`src/rtl/decoder_rr_arbiter.sv`:
```
// -----------------------------------------------------------------------------
// decoder_rr_arbiter
//
// Purpose:
//    Round-robin arbiter that owns a 3-to-8 decoder. One of eight requesters
//    is granted at a time. The granted index is presented on {w0,w1,w2}
//    (w0 = MSB), and en enables the decoder while the grant is held. Every
//    grant is followed by a RELEASE cycle and an IDLE cycle. This keeps the
//    decoder select lines from ever changing while en is high.
//
// Ports:
//    clk      in   1  rising-edge clock
//    rst_n    in   1  asynchronous active-low reset
//    req      in   8  request vector, bit i = requester i
//    done     in   1  owner releases the decoder (looked at only in GRANT)
//    w0       out  1  MSB of granted index
//    w1       out  1  middle bit of granted index
//    w2       out  1  LSB of granted index
//    en       out  1  decoder enable, high only in GRANT
//    gnt      out  8  one-hot grant, gnt[i] = en & ({w0,w1,w2} == i)
//    busy     out  1  high in GRANT or RELEASE
//    timeout  out  1  one-cycle pulse on a forced release
//
// Parameters:
//    MAX_HOLD  longest grant in cycles (2..255), used only with the timeout
//
// Configuration macro:
//    ARB_TIMEOUT_EN  when defined, an 8-bit hold timer bounds every grant to
//                    MAX_HOLD cycles. When it is not defined, grants are
//                    unbounded and timeout is tied low.
// -----------------------------------------------------------------------------
module decoder_rr_arbiter #(
   parameter int MAX_HOLD = 15
) (
   input  logic       clk,
   input  logic       rst_n,
   input  logic [7:0] req,
   input  logic       done,
   output logic       w0,
   output logic       w1,
   output logic       w2,
   output logic       en,
   output logic [7:0] gnt,
   output logic       busy,
   output logic       timeout
);

   // Stop elaboration on an out-of-range hold limit.
   if ((MAX_HOLD < 2) || (MAX_HOLD > 255)) begin : g_bad_max_hold
      $error("decoder_rr_arbiter: MAX_HOLD must be within 2..255");
   end

   typedef enum logic [1:0] {
      ST_IDLE    = 2'd0,
      ST_GRANT   = 2'd1,
      ST_RELEASE = 2'd2
   } state_t;

   state_t     state_r;
   state_t     state_s;
   logic [2:0] idx_r;      // index driven onto {w0,w1,w2}
   logic [2:0] idx_s;
   logic [2:0] last_r;     // most recently granted index
   logic [2:0] last_s;
   logic       en_r;
   logic [7:0] gnt_r;
   logic [7:0] gnt_s;
   logic       busy_r;

   // Round-robin search. Returns the first set bit of r, starting one place
   // above from_last and wrapping 7->0. The caller makes sure r is non-zero.
   // The search ends at offset 8 (from_last itself), so a lone requester that
   // was just served can win again.
   function automatic logic [2:0] rr_pick(input logic [7:0] r,
                                          input logic [2:0] from_last);
      logic [2:0] cand;
      logic [2:0] win;
      logic       hit;
      win = 3'd0;
      hit = 1'b0;
      for (int k = 1; k <= 8; k++) begin
         cand = from_last + k[2:0];
         win  = (!hit && r[cand]) ? cand : win;
         hit  = hit | r[cand];
      end
      return win;
   endfunction

`ifdef ARB_TIMEOUT_EN
   localparam logic [7:0] HOLD_LAST = 8'(MAX_HOLD - 1);

   logic [7:0] timer_r;
   logic [7:0] timer_s;
   logic       tmo_fire_s;
   logic       timeout_r;

   // Hold timer. It is zero in the first GRANT cycle and counts up while the
   // FSM stays in GRANT. It is also zero in every other state, so it starts
   // from zero on each new grant.
   always_comb begin
      timer_s = (state_r == ST_GRANT) ? (timer_r + 8'd1) : 8'd0;
   end
`endif

   // Next-state logic, winner latch, and precomputed registered outputs.
   always_comb begin
      state_s = state_r;
      idx_s   = idx_r;
      last_s  = last_r;
`ifdef ARB_TIMEOUT_EN
      tmo_fire_s = 1'b0;
`endif
      case (state_r)
         ST_IDLE: begin
            if (req != 8'h00) begin
               state_s = ST_GRANT;
               idx_s   = rr_pick(req, last_r);
               last_s  = idx_s;
            end else begin
               state_s = ST_IDLE;
            end
         end
         ST_GRANT: begin
            // A normal release wins over a timeout in the same cycle. New
            // requests from other requesters do not extend the grant.
            if (done || !req[idx_r]) begin
               state_s = ST_RELEASE;
            end
`ifdef ARB_TIMEOUT_EN
            else if (timer_r == HOLD_LAST) begin
               state_s    = ST_RELEASE;
               tmo_fire_s = 1'b1;
            end
`endif
            else begin
               state_s = ST_GRANT;
            end
         end
         ST_RELEASE: begin
            // Exactly one dead cycle. req and done are ignored here.
            state_s = ST_IDLE;
         end
         default: begin
            state_s = ST_IDLE;
         end
      endcase

      gnt_s = (state_s == ST_GRANT) ? (8'h01 << idx_s) : 8'h00;
   end

   // State and output registers. Reset clears every output immediately,
   // including in the middle of a grant.
   always_ff @(posedge clk or negedge rst_n) begin
      if (!rst_n) begin
         state_r <= ST_IDLE;
         idx_r   <= 3'd0;
         last_r  <= 3'd7;
         en_r    <= 1'b0;
         gnt_r   <= 8'h00;
         busy_r  <= 1'b0;
      end else begin
         state_r <= state_s;
         idx_r   <= idx_s;
         last_r  <= last_s;
         en_r    <= (state_s == ST_GRANT);
         gnt_r   <= gnt_s;
         busy_r  <= (state_s != ST_IDLE);
      end
   end

`ifdef ARB_TIMEOUT_EN
   // Hold timer and timeout pulse registers.
   always_ff @(posedge clk or negedge rst_n) begin
      if (!rst_n) begin
         timer_r   <= 8'd0;
         timeout_r <= 1'b0;
      end else begin
         timer_r   <= timer_s;
         timeout_r <= tmo_fire_s;
      end
   end

   assign timeout = timeout_r;
`else
   assign timeout = 1'b0;
`endif

   assign w0   = idx_r[2];
   assign w1   = idx_r[1];
   assign w2   = idx_r[0];
   assign en   = en_r;
   assign gnt  = gnt_r;
   assign busy = busy_r;

endmodule

```
`config.mk`:
```
export PLATFORM = sky130hd
export DESIGN_NAME = decoder_rr_arbiter
export DESIGN_NICKNAME = d
export VERILOG_FILES = /design/src/rtl/decoder_rr_arbiter.sv
export SDC_FILE = /design/constraint.sdc
export NUM_CORES = 1
export LEC_CHECK = 0
export BUFFER_PORTS_ARGS = -buffer_cell sky130_fd_sc_hd__buf_2
export CORE_MARGIN = 4
export CORE_UTILIZATION = 54
export DETAILED_ROUTE_END_ITERATION = 8
export HOLD_SLACK_MARGIN = 0.08
export PLACE_DENSITY = 0.76
export SLEW_MARGIN = 20
export SYNTH_ARGS = -nofsm -noshare
export SYNTH_HDL_FRONTEND = slang
export SYNTH_SLANG_ARGS = --single-unit
```
`constraint.sdc`:
```
create_clock -name clk -period 3.7 [get_ports clk]
set_input_delay 0.74 -clock clk [delete_from_list [all_inputs] [get_ports clk]]
set_output_delay 0.74 -clock clk [all_outputs]
set_load 0.02 [all_outputs]
```
==> metrics.md <==
| Metric | Value |
|---|---|
| Total track usage | `20.0%` |
| Hold Crit Class | `input port to asynchronous set/reset pin` |
| Synth top area share | `19.5%` |
| Number of I/O port buffers | `23` |
| Reg-to-Reg Start | `last_r[1]` |
| Yosys cell types | `54` |
| Initial antenna violation count | `0` |
| #FFs+latches synth | `18` |
| CP startpoint | `last_r[1]` |
| Dpl hpwl | `3050 um` |
| DR iter-0 viols | `85` |
| Routed WL | `4120 um` |
| Ys async rst share | `100%` |
| Layout cell share with drive strength beyond 1 | `37.0%` |
| Capture point of the worst reg-to-reg path | `gnt[4]` |
| Largest area contributor in the netlist | `dfrtp_1` |
| Startpoint Class | `register` |
| Post-route ant nets | `0` |
| Setup slack, reg-to-reg | `0.31 ns` |
| Final GP Congestion | `0.836` |
| Post-CTS sizing | `0` |
| Total grt overflow | `0` |
| Seq/Total Area, Yosys | `23.5%` |
| Clock-pin slew on the worst setup and hold paths | `0.10 ns` |
| Max_cap viols | `0` |
| Relative slew slack | `67.0%` |
| CTS Hold Bufs | `0` |
| CTS Buf Count | `3` |
| Unrepaired setup endpoints after global routing | `no` |
| F_max | `0.295 GHz` |
| Die height | `67.8 um` |
| Setup crit end kind | `register` |
| Die area | `4590 um2` |
| Final Max Slew Viols | `0` |
| Routed len/inst | `18.1 um` |
| CP endpoint | `gnt[4]` |
| Outcome | `completed` |
| WS Path Type | `register to register` |
| Worst Path Required | `3.89 ns` |
| Cell depth of the worst flop-to-flop path | `9` |
| First-pass GRT wire length | `7050 um` |
| Core Area | `3390 um2` |
| Pre-antenna DRT Iters | `4` |
| Initial Utilization | `56.9%` |
| Setup TNS | `0 ns` |
| Post-Syn Area | `1930 um2` |
| Sinks on Clock Net | `18` |
| Final clock skew | `0.00358 ns` |
| DRC viols | `0` |
| Skew-Pair Late Insertion Delay | `0.29 ns` |
| Final Hold Viols | `0` |
| Area Overhead vs Synth | `4.54%` |
| Via count | `1491` |
| Main area contributors after synthesis | `dfrtp_1 (19%), mux4_2 (15%), mux4_1 (9.5%), mux2i_1 (5.2%), dfstp_2 (4.1%)` |
| CTS tree | `built` |
| Clock root buffer | `clkbuf_4` |
| Num ports | `25` |
| YS warnings | `0` |
| Period minus WS final | `3.39 ns` |
| Synthesized area per cell | `11.5 um2` |
| Worst Path Arrival | `3.58 ns` |
| ANT cells | `0` |
| Post-Syn Nets | `181` |
| Worst-path maximum fanout | `7` |
| Primary FF master, synth | `dfrtp_1` |
| Post-CTS setup buffer count | `0` |
| Largest net degree at the start of global routing | `20` |
| Placement row count | `21` |
| Tightest Pin Transition | `0.492 ns` |
| # nets final | `195` |
| Die X | `67.8 um` |
| Syn Inst Count | `168` |
| Clock tree buffer depth | `2` |
| CTS H-Tree Depth | `1` |
| Via density | `6.57` |
| Fin crit share | `91.7%` |
| Vias in the first global route | `1448` |
| Post-synth EDFFs | `0` |
| Final setup viols | `0` |
-- cell usage in the layout, fill, tap and decap left out, types with 2 or more instances in the layout --
cell type  instances
nand2_1           12
nor2_1             8
xor2_1             2
nor4_1             6
mux4_1             7
xnor2_1            2
o21ai_0            4
a211o_2            2
o21ai_1            2
mux4_2            13
dfstp_2            3
inv_1              4
a211oi_1           5
ha_1               2
clkbuf_4           3
mux2i_1           10
and2_1             4
buf_2             23
o31ai_1            2
dfrtp_1           15
o211ai_1           2
mux2_4             4
buf_4              5
mux2_2             3
nand3_1            4
a21oi_1            8
-- cells by family after synthesis --
logic type	share of synthesized area (%)
adders and majority gates	1.30
buffers and inverters	9.40
other	0.194
xor gates and xnor gates	1.82
AOI/OAI and AO/OA	16.7
DFF	23.5
and+or+nand+nor	10.4
muxes	36.6
-- critical path, stage by stage (launching register included) --
cell	delay [ns]
dfstp_2	0.63
inv_1	0.11
ha_1	0.29
xnor2_1	0.44
mux4_2	0.63
nor2b_4	0.15
o221ai_2	0.17
o211ai_2	0.17
a311o_2	0.44
a211oi_1	0.25
-- Yosys cell counts (2+ instances only) --
library cell and count:
mux4_2 13, nor4_1 6, inv_1 4, mux2_4 4
mux4_1 7, o21ai_0 4, and2_1 4, ha_1 2
o31ai_1 2, xnor2_1 2, a211oi_1 5, mux2i_1 10
a211o_2 2, mux2_2 3, nand3_1 4, xor2_1 2
nand2_1 12, o21ai_1 2, a21oi_1 8, buf_4 2
o211ai_1 2, nor2_1 8, buf_2 8, buf_6 6
dfstp_2 3, dfrtp_1 15
-- flip-flops by register name, indices dropped and copies added (netlist names) --
| signal | count |
|---|---|
| busy | 1 |
| en | 1 |
| gnt | 8 |
| idx_r | 3 |
| last_r | 3 |
| state_r | 2 |
-- final cells by class --
type,instances,area [um2]
fill,278,1370
tap,46,57.6
inverter,6,22.5
multi-input combinational,125,1290
timing repair buffer,28,153
sequential,18,454
clock buffer,4,36.3
-- worst min-delay path by stage --
stage,start,endpoint,slack [ns],cells past startpoint
floorplan,rst_n,busy,0.44,0
global placement,state_r[0],busy,0.57,2
detailed placement,state_r[0],busy,0.60,2
CTS,rst_n,gnt[2],0.36,1
global route,rst_n,gnt[6],0.37,1
finish,rst_n,gnt[2],0.35,1
-- through the flow --
step	cells	setup WS [ns]	hold WS [ns]	utilization, %	instance area, um2
global placement	223	0.448	0.571	58.4	1980
floorplan	168	0.369	0.444	-	1930
detailed placement	223	0.359	0.598	58.4	1980
CTS	227	0.343	0.359	59.5	2020
global route	227	0.151	0.366	59.5	2020
finish	227	0.307	0.348	59.5	2020
-- routing by layer --
| metal | wire length (um) | vias to the layer above | global-route usage (%) |
|---|---|---|---|
| met4 | 25 | 0 | 3.47 |
| met2 | 2060 | 52 | 31.6 |
| met5 | 0 | - | 0 |
| li1 | - | 686 | - |
| met1 | 1830 | 749 | 29.5 |
| met3 | 208 | 4 | 3.16 |
Power is not shown: default switching activity piles up to over one toggle a cycle in this logic, so the estimate is an artifact.
